[src/rtl/bdd_pkg.sv]
// Shared types and constants for the BDD node-table datapath.
// Node word layout, default SRAM geometry, arbiter state encodings.
package bdd_pkg;

  localparam int DEF_ADDR_WIDTH = 4;
  localparam int DEF_DATA_WIDTH = 34;

  localparam int FLD0_LSB = 26;
  localparam int FLD1_LSB = 18;
  localparam int FLD2_LSB = 10;
  localparam int FLD3_LSB = 0;

  typedef enum logic [1:0] {
    IDLE  = 2'd0,
    OWN_A = 2'd1,
    OWN_B = 2'd2
  } arb_state_e;

  function automatic logic [DEF_DATA_WIDTH-1:0] node_word(
    input logic [7:0] f0,
    input logic [7:0] f1,
    input logic [7:0] f2,
    input logic [9:0] f3
  );
    logic [DEF_DATA_WIDTH-1:0] w;
    w = '0;
    w[FLD0_LSB +: 8]  = f0;
    w[FLD1_LSB +: 8]  = f1;
    w[FLD2_LSB +: 8]  = f2;
    w[FLD3_LSB +: 10] = f3;
    return w;
  endfunction

endpackage

[src/rtl/sram_arbiter_rr_arb2.sv]
// Two-way round-robin grant with pointer update (ptr 0 = A preferred).
// Ports: req_a/req_b in, update/force_en/force_b in, gnt_a/gnt_b out.
module rr_arb2 (
  input  logic clk,
  input  logic rst_n,
  input  logic req_a,
  input  logic req_b,
  input  logic update,
  input  logic force_en,
  input  logic force_b,
  output logic gnt_a,
  output logic gnt_b
);

  logic ptr_q;

  assign gnt_a = req_a & (~req_b | ~ptr_q);
  assign gnt_b = req_b & (~req_a |  ptr_q);

  always_ff @(posedge clk or negedge rst_n) begin
    if (!rst_n) begin
      ptr_q <= 1'b0;
    end else if (force_en) begin
      ptr_q <= force_b;
    end else if (update) begin
      ptr_q <= gnt_a;
    end
  end

endmodule

[src/rtl/sram_arbiter.sv]
// Shares the node-table SRAM between requester A (loader) and B (traversal).
// Ports: a/b valid-ready request channels, a/b read return, SRAM pins.
// Optional macro SRAM_ARB_STARVE_EN bounds locked bursts to MAX_HOLD beats.
module sram_arbiter
  import bdd_pkg::*;
#(
  parameter int ADDR_WIDTH = DEF_ADDR_WIDTH,
  parameter int DATA_WIDTH = DEF_DATA_WIDTH,
  parameter int MAX_HOLD   = 8
) (
  input  logic                  i_clk,
  input  logic                  i_rst_n,
  input  logic                  i_a_valid,
  input  logic                  i_a_write,
  input  logic                  i_a_lock,
  input  logic [ADDR_WIDTH-1:0] i_a_addr,
  input  logic [DATA_WIDTH-1:0] i_a_wdata,
  input  logic                  i_b_valid,
  input  logic                  i_b_write,
  input  logic                  i_b_lock,
  input  logic [ADDR_WIDTH-1:0] i_b_addr,
  input  logic [DATA_WIDTH-1:0] i_b_wdata,
  output logic                  o_a_ready,
  output logic                  o_a_rvalid,
  output logic [DATA_WIDTH-1:0] o_a_rdata,
  output logic                  o_b_ready,
  output logic                  o_b_rvalid,
  output logic [DATA_WIDTH-1:0] o_b_rdata,
  output logic [ADDR_WIDTH-1:0] o_sram_addr,
  output logic                  o_sram_write,
  output logic [DATA_WIDTH-1:0] o_sram_data,
  input  logic [DATA_WIDTH-1:0] i_sram_data
);

  if (MAX_HOLD < 1) begin : g_bad_hold
    $error("MAX_HOLD must be at least 1");
  end

  arb_state_e state_q, state_d;
  logic gnt_a, gnt_b;
  logic a_xfer, b_xfer, xfer, rd_xfer;
  logic starve, a_lock, b_lock;
  logic pend_q, own_q;

  assign a_xfer  = o_a_ready;
  assign b_xfer  = o_b_ready;
  assign xfer    = a_xfer | b_xfer;
  assign rd_xfer = (a_xfer & ~i_a_write) |
                   (b_xfer & ~i_b_write);

`ifdef SRAM_ARB_STARVE_EN
  localparam int HW = $clog2(MAX_HOLD + 1);
  logic [HW-1:0] hold_q;

  // Hold count includes the beat that opened the burst.
  always_comb begin
    starve = 1'b0;
    if (hold_q >= HW'(MAX_HOLD - 1)) begin
      starve = (state_q == OWN_A && i_b_valid) ||
               (state_q == OWN_B && i_a_valid);
    end
  end

  always_ff @(posedge i_clk or negedge i_rst_n) begin
    if (!i_rst_n) begin
      hold_q <= '0;
    end else if (state_d == IDLE) begin
      hold_q <= '0;
    end else if (xfer && hold_q != HW'(MAX_HOLD)) begin
      hold_q <= hold_q + 1'b1;
    end
  end
`else
  assign starve = 1'b0;
`endif

  assign a_lock = i_a_lock & ~starve;
  assign b_lock = i_b_lock & ~starve;

  rr_arb2 u_rr (
    .clk      (i_clk),
    .rst_n    (i_rst_n),
    .req_a    (i_a_valid),
    .req_b    (i_b_valid),
    .update   (state_q == IDLE && xfer),
    .force_en (starve && xfer),
    .force_b  (state_q == OWN_A),
    .gnt_a    (gnt_a),
    .gnt_b    (gnt_b)
  );

  always_comb begin
    o_a_ready = 1'b0;
    o_b_ready = 1'b0;
    state_d   = state_q;
    unique case (state_q)
      IDLE: begin
        o_a_ready = gnt_a;
        o_b_ready = gnt_b;
        if (gnt_a && i_a_lock) begin
          state_d = OWN_A;
        end else if (gnt_b && i_b_lock) begin
          state_d = OWN_B;
        end
      end
      OWN_A: begin
        o_a_ready = i_a_valid;
        if (!i_a_valid || !a_lock) begin
          state_d = IDLE;
        end
      end
      OWN_B: begin
        o_b_ready = i_b_valid;
        if (!i_b_valid || !b_lock) begin
          state_d = IDLE;
        end
      end
      default: state_d = IDLE;
    endcase
  end

  always_comb begin
    o_sram_addr  = '0;
    o_sram_data  = '0;
    o_sram_write = 1'b0;
    unique case (1'b1)
      a_xfer: begin
        o_sram_addr  = i_a_addr;
        o_sram_data  = i_a_wdata;
        o_sram_write = i_a_write;
      end
      b_xfer: begin
        o_sram_addr  = i_b_addr;
        o_sram_data  = i_b_wdata;
        o_sram_write = i_b_write;
      end
      default: ;
    endcase
  end

  always_ff @(posedge i_clk or negedge i_rst_n) begin
    if (!i_rst_n) begin
      state_q <= IDLE;
      pend_q  <= 1'b0;
      own_q   <= 1'b0;
    end else begin
      state_q <= state_d;
      pend_q  <= rd_xfer;
      if (rd_xfer) begin
        own_q <= b_xfer;
      end
    end
  end

  assign o_a_rvalid = pend_q & ~own_q;
  assign o_b_rvalid = pend_q &  own_q;
  assign o_a_rdata  = i_sram_data;
  assign o_b_rdata  = i_sram_data;

  a_one_grant: assert property (
    @(posedge i_clk) disable iff (!i_rst_n)
    !(o_a_ready && o_b_ready)
  );

endmodule

[config.mk]
export PLATFORM = sky130hd
export DESIGN_NAME = sram_arbiter
export DESIGN_NICKNAME = d
export VERILOG_FILES = /design/src/rtl/bdd_pkg.sv /design/src/rtl/sram_arbiter_rr_arb2.sv /design/src/rtl/sram_arbiter.sv
export SDC_FILE = /design/constraint.sdc
export NUM_CORES = 1
export LEC_CHECK = 0
export ABC_AREA = 1
export BUFFER_PORTS_ARGS = -buffer_cell sky130_fd_sc_hd__buf_2
export CAP_MARGIN = 20
export CORE_AREA = 3 3 87 89
export CTS_CLUSTER_DIAMETER = 80
export DETAILED_ROUTE_END_ITERATION = 10
export DIE_AREA = 0 0 90 92
export SLEW_MARGIN = 40
export SYNTH_ARGS = -nofsm -noshare
export SYNTH_HDL_FRONTEND = slang
export SYNTH_HIERARCHICAL = 1
export SYNTH_SLANG_ARGS = --single-unit
[constraint.sdc]
create_clock -name i_clk -period 3.85 [get_ports i_clk]
set_clock_uncertainty 0.1 [all_clocks]
set_input_delay 0.9625 -clock i_clk [delete_from_list [all_inputs] [get_ports i_clk]]
set_output_delay 0.9625 -clock i_clk [all_outputs]
set_load 0.05 [all_outputs]
# Yosys cells after proc, flatten, opt, wreduce, memory -nomap -nowiden
# Cells that the tools add are included.
totals:
  reg_bits: 5
  in_bits: 118
  elab_cells: 46
classes:
  eq_ne: 5
  muxes: 10
  bitwise_logic: 16
  reduce_logical: 11
ops:
  columns: ["operator", "count"]
  rows:
  - ["34-bit one-hot mux with 2 select lines", 1]
  - ["2-bit two-way mux", 4]
  - ["4-bit one-hot mux with 2 select lines", 1]
  - ["1-bit bitwise AND", 6]
  - ["1-bit inverter", 6]
  - ["1-bit one-hot mux with 2 select lines", 3]
  - ["2-bit one-hot mux with 3 select lines", 1]
  - ["1-bit logical NOT", 4]
  - ["2-bit != test (second input constant)", 2]
  - ["1-bit bitwise OR", 4]
  - ["1-bit logical AND", 3]
  - ["3-bit by 1-bit != test with 1-bit output (second input constant)", 1]
  - ["3-bit AND reduction", 1]
  - ["2-bit by 1-bit == test with 1-bit output (second input constant)", 1]
  - ["2-bit == test (second input constant)", 1]
  - ["2-bit logical NOT", 1]
  - ["1-bit logical OR", 2]

# Logic depth before layout (Yosys ltp)
# Gate-level depths: netlist of run 1.
logic_depth:
  ltp_word: 7
  mapped_depth: 9

# Modules after synthesis
# The synthesis of run 1 kept the hierarchy.
by_module_without_submodules:
  columns: ["mod", "instances", "cells_per_inst", "area_per_inst_um2", "seq_area_each_um2"]
  rows:
  - ["sram_arbiter", 1, 232, 1290.0, 100.1]
  - ["rr_arb2", 1, 12, 71.3, 25.0]

# Worst setup path after synthesis of run 1
# Ideal clock, no wire load.
synth_path:
  path_type: "in2out"
  startpoint: "input port i_a_valid"
  endpoint: "output port o_sram_write"
  arrival_time_ns: 2.459
  t_required_ns: 2.788
  slack_ns: 0.329
  cell_stages: 6
  path_buffers: 0
  cell_sequence: "inv_1 a21oi_1 nand2_1 nand2_2 inv_1 o21ai_0"
synth_between:
  word_cells_on_any_way: 7
  classes_between: "mux (3); bitwise (4)"
synth_lines:
  columns: ["element", "line_no", "source"]
  rows:
  - ["from (decl)", "sram_arbiter.sv:13", "input logic i_a_valid,"]
  - ["1-bit bitwise AND", "sram_arbiter_rr_arb2.sv:17", "assign gnt_a = req_a & (~req_b | ~ptr_q);"]
  - ["named net gnt_a", "sram_arbiter.sv:40", "logic gnt_a, gnt_b;"]
  - ["1-bit one-hot mux with 2 select lines", "sram_arbiter.sv:96", "unique case (state_q)"]
  - ["1-bit one-hot mux with 2 select lines", "sram_arbiter.sv:126", "unique case (1'b1)"]
  - ["to (decl)", "sram_arbiter.sv:30", "output logic o_sram_write,"]
# The timed path passes the listed nets, and every way through them passes these cells.

# Worst setup path in the final report of run 1
layout_path:
  startpoint: "input port i_a_valid"
  endpoint: "output port o_sram_data[9]"
layout_between:
  elab_chain_len: 5
  word_cells_on_any_way: 7
  classes_between: "mux (3); bitwise (4)"
layout_lines:
  columns: ["element", "line_no", "source"]
  rows:
  - ["1-bit inverter", "sram_arbiter_rr_arb2.sv:18", "assign gnt_b = req_b & (~req_a | ptr_q);"]
  - ["1-bit bitwise OR", "sram_arbiter_rr_arb2.sv:18", null]
  - ["1-bit bitwise AND", "sram_arbiter_rr_arb2.sv:18", null]
  - ["named net gnt_b", "sram_arbiter.sv:40", null]
  - ["1-bit one-hot mux with 2 select lines", "sram_arbiter.sv:96", null]
  - ["34-bit one-hot mux with 2 select lines", "sram_arbiter.sv:126", null]
  - ["to (decl)", "sram_arbiter.sv:31", "output logic [DATA_WIDTH-1:0] o_sram_data,"]
# The timed path passes the listed nets, and every way through them passes these cells.

==> results of run 1 <==
-- power breakdown --
group	internal, uW	switching, uW	leakage, uW
Clock	71.4	29.1	0.0000228
Combinational	134	449	0.00101
Sequential	62.5	8.76	0.0000643
-- per-layer routing --
metal | wire (um) | global-route usage [%] | vias up
met1 | 1670 | 10.7 | 587
met4 | 136 | 4.97 | 0
met3 | 425 | 2.38 | 23
met5 | 0 | 0 | -
li1 | - | - | 770
met2 | 1890 | 15.7 | 78
-- cells in the final DEF, fill, tap and decap left out, drive strengths merged --
cell      n
o21a      1
conb      2
nand4     2
nand2   132
o21ai     1
nand3     5
nor2      5
clkbuf    4
a21oi     3
buf     128
dfrtp     5
inv      13
-- registers in the layout (all words and copies together) (netlist names) --
register	flops
pend_q	1
state_q	2
u_rr/ptr_q	1
own_q	1
-- cell type report --
cell class	instances	area, um^2	share of cell area [%]
clock buffers	4	45.0	2.84
inverters	13	48.8	3.08
multi-input cells	151	602	37.9
flip-flops and latches	5	125	7.89
well taps	96	120	7.57
repair buffers	128	646	40.7
-- logic make-up (layout without fill, tap and decap cells) --
group,Yosys count,after routing
buffers and inverters,89,145
other,1,2
and+or+nand+nor,144,144
AOI/OAI and AO/OA,5,5
DFF,5,5
-- final timing paths --
path	from	cells after the start	slack, ns	endpoint
worst max register to register	state_q[1]	7	2.15	u_rr/ptr_q
worst min register to register	own_q	2	0.45	own_q
max in group asynchronous	i_rst_n	1	3.05	pend_q
min in group i_clk	own_q	2	0.45	own_q
worst min-delay path	i_rst_n	1	0.45	u_rr/ptr_q
worst max-delay path	i_a_valid	9	0.61	o_sram_data[9]
-- through the flow --
stage | util [%] | cell area [um^2] | hold WS (ns) | power, uW | setup slack [ns]
after global placement | 22.6 | 1540 | 0.422 | 655 | 0.612
after detailed placement | 22.6 | 1540 | 0.440 | 659 | 0.596
after global routing | 23.2 | 1590 | 0.457 | 805 | 0.436
after CTS | 23.2 | 1590 | 0.448 | 763 | 0.594
after floorplan | - | 1370 | 0.400 | 714 | 0.329
final | 23.2 | 1590 | 0.447 | 754 | 0.608
-- critical path: stages --
cell and delay, ns:
buf_2 0.12, inv_1 0.06, nand2_1 0.05, nand2_1 0.07, nand2_1 0.09, nand2_4 0.34
nand2_1 0.09, nand2_1 0.08, buf_2 0.27
==> run summary, run 1 <==
Cells after synthesis -> 244
Final Hold Fails -> 0
Width of the die -> 90 um
Max Cap Viol -> 0
Worst Hold Class -> input port to async pin
Top cell type's share of synthesized area -> 39.2%
Synth area leaders -> buf_4 39%, nand2_1 36%, dfrtp_1 9.2%, buf_6 4.1%, inv_1 3.6%
Placed insts -> 393
Rows -> 30
TritonCTS clock tree -> built
Unique cell type count in the Yosys netlist -> 15
Antenna violations before repair -> 0
Reg clk slew, reported paths -> 0.04 ns
Pwr per Cell Area -> 476 nW/um^2
Ys Warns -> 6
Drt wl/cell -> 10.4 um
Global router's overall resource usage -> 9.29%
Pins Over Slew Limit -> 0
DP HPWL -> 3.44 mm
Area leader, netlist -> buf_4
PortBufs -> 126
Root buffer cell -> clkbuf_8
CP Class -> input port to output pin
Max H-tree Level -> 1
Setup_tns -> 0 ns
Layout fillers -> 820
Layout Nets -> 420
RD Place Congestion -> 0.664
Largest net degree at the start of global routing -> 44
Setup crit start kind -> input port
Compound-Gate Fraction of Synth Area -> 2.02%
Remaining DRCs -> 0
Most common cell in the netlist -> nand2_1
DR vias -> 1,458
ANT nets after route -> 0
Sequential fraction of the synthesis area -> 9.19%
Synthesized flop and latch total -> 5
Synth top cells by count -> 129 x nand2_1, 71 x buf_4, 13 x inv_1
Post-CTS sizing -> 0
Dominant synthesized flop cell -> dfrtp_1
Post-route insts no fill -> 397
Initial DRC count -> 34
Critical path fanouts, max -> 43
Gr ovfl total -> 0
VDD IR max -> 0.170 mV
Post-CTS setup buffer count -> 0
WL final -> 4.12 mm
Adder-cell share of the synthesized area -> 0%
# diodes -> 0
Cell Area, Synth -> 1360 um^2
Die height -> 92 um
Unrepaired setup endpoints after global routing -> false
Clock Path Buffers -> 2
Achievable frequency -> 308 MHz
Starting Density -> 19.9%
DIE AREA -> 8280 um^2
Crit path time final -> 3.24 ns
Clock sink count -> 5
Leak -> 0.00109 uW
CP required -> 2.79 ns
Share of cells above drive strength 1 -> 44.9%
Crit path DAT -> 2.18 ns
Avg Cell Area, Syn -> 5.58 um^2
Boundary Pins -> 229
Layout area overhead -> 16.5%
Simple-gate portion of the synthesized area -> 41.6%
Setup crit end kind -> output pin
Post-synthesis mux area share -> 0%
Main combinational cell family by area after synthesis -> buffers and inverters
Vias in the first global route -> 1,439
Fin crit share -> 84.2%
Clk_lat worst skew -> 0.23 ns
# hold bufs at CTS -> 0
Total CTS buffers -> 3
Final setup viols -> 0
Status -> completed
Via-to-Cell Ratio -> 3.67
EDFF count, synth -> 0
First-pass GRT wire length -> 6.52 mm
Initial DRT Pass Iterations -> 4
XOR/XNOR Fraction of Synth Area -> 0%
Core box area -> 6830 um^2
Ys async rst share -> 100%
Power figures use the tool's default switching activity.
==> run 2, diff against run 1 <==
Settings changed: CORE_AREA 3 3 87 89 to 3 3 88 90, DIE_AREA 0 0 90 92 to 0 0 91 93.
Clock period 3.85 ns to 3.19 ns, I/O delays scaled along.
==> run summary, run 2 (synthesized netlist as in run 1, its figures left out) <==
Setup_tns -> 0 ns
TritonCTS clock tree -> built
Core box area -> 7140 um^2
PnR worst setup slack -> 0.231 ns
Final core utilization -> 22.3%
Critical path fanouts, max -> 43
Initial DRC count -> 29
Int Power -> 323 uW
Layout fillers -> 850
Total CTS buffers -> 3
Seq pwr share -> 9.4%
Final Hold Fails -> 0
Area taken by multi-input logic gates -> 602 um^2
DIE AREA -> 8460 um^2
Crit path time final -> 2.96 ns
Achievable frequency -> 338 MHz
Critical R2R Capture -> u_rr/ptr_q
Crit path DAT -> 2.06 ns
Status -> completed
Reg clk slew, reported paths -> 0.04 ns
Pins Over Slew Limit -> 0
Post-CTS sizing -> 0
ANT nets after route -> 0
Layout Nets -> 420
Gr ovfl total -> 0
Reg2reg setup slack -> 1.50 ns
Grt peak-use layer -> met2
Via-to-Cell Ratio -> 3.70
Width of the die -> 91 um
Hold slack -> 0.284 ns
Die height -> 93 um
Fin crit share -> 92.7%
Biggest register -> state_q
Unrepaired setup endpoints after global routing -> false
FF-to-FF path depth -> 7
Sequential Area -> 125 um^2
Global router's overall resource usage -> 8.80%
Vias in the first global route -> 1,431
Root buffer cell -> clkbuf_8
Clock Path Buffers -> 2
Starting Density -> 19.1%
Met2 GRT Util -> 14.3%
DP HPWL -> 3.38 mm
Most common cell after layout, fill and taps aside -> nand2_1
Max H-tree Level -> 1
First-pass GRT wire length -> 6.33 mm
CP Class -> input port to output pin
Max Cap Viol -> 0
Clock network power share -> 13.5%
Boundary Pins -> 229
WL final -> 4.15 mm
Leak -> 0.00109 uW
PortBufs -> 126
Setup Slack @ Placement -> 0.229 ns
Worst Hold Class -> input port to async pin
VDD IR max -> 0.246 mV
Clock sink count -> 5
Layout area overhead -> 16.8%
CP required -> 2.29 ns
Rows -> 31
Drt wl/cell -> 10.4 um
Most frequent cells in the layout -> 129 x nand2_1, 126 x buf_2, 13 x inv_1
Final setup viols -> 0
Setup crit start kind -> input port
Crit path from -> i_a_valid
Post-CTS setup buffer count -> 0
Initial DRT Pass Iterations -> 4
# diodes -> 0
RR Startpoint -> state_q[1]
RD Place Congestion -> 0.746
Largest net degree at the start of global routing -> 44
Grt met3 use -> 2.82%
Sw frac -> 64.4%
Met1 Track Usage GR -> 9.80%
Pwr per Cell Area -> 571 nW/um^2
DR vias -> 1,480
Max reg flops -> 2
Combinational power share -> 77.0%
Remaining DRCs -> 0
Setup crit end kind -> output pin
Share of cells above drive strength 1 -> 44.9%
# hold bufs at CTS -> 0
Antenna violations before repair -> 0
Clk_lat worst skew -> 0.23 ns
Switching power total -> 585 uW
==> run 2: power groups by stage <==
stage	clock network (uW)	registers, uW	logic (uW)
after floorplan	0	83.5	779
after global placement	0	86.3	701
after detailed placement	0	86.7	704
after global routing	133	87.1	751
final	123	85.9	700
after CTS	125	86.0	707
==> run 2: final cells by class <==
type | instances | share of cell area (%)
well taps | 99 | 7.79
multi-input cells | 151 | 37.8
inverters | 13 | 3.07
clock buffers | 4 | 2.83
repair buffers | 128 | 40.6
flip-flops and latches | 5 | 7.87
==> run 2: how the worst max path moves through the flow <==
stage	endpoint	cells after the start
detailed placement	o_sram_data[7]	9
finish	o_sram_data[5]	9
floorplan	o_sram_write	6
global route	o_sram_data[14]	9
CTS	o_sram_data[7]	9
global placement	o_sram_data[5]	9
==> run 2: metrics by stage <==
| step | instances | total power (uW) | instance area [um^2] |
|---|---|---|---|
| floorplan | 245 | 862 | 1370 |
| global placement | 396 | 787 | 1550 |
| detailed placement | 396 | 791 | 1550 |
| CTS | 400 | 917 | 1590 |
| global route | 400 | 972 | 1590 |
| finish | 400 | 909 | 1590 |
==> run 2: per-layer routing <==
| metal | up-vias | routed length [um] |
|---|---|---|
| li1 | 768 | - |
| met1 | 604 | 1600 |
| met2 | 80 | 1870 |
| met3 | 28 | 454 |
| met4 | 0 | 221 |
| met5 | - | 0 |
==> run 2: worst max-delay path, cell delays in order <==
cell,delay (ns)
buf_2,0.13
inv_1,0.07
nand2_1,0.05
nand2_1,0.07
nand2_1,0.09
nand2_4,0.34
nand2_1,0.13
nand2_1,0.09
buf_2,0.26
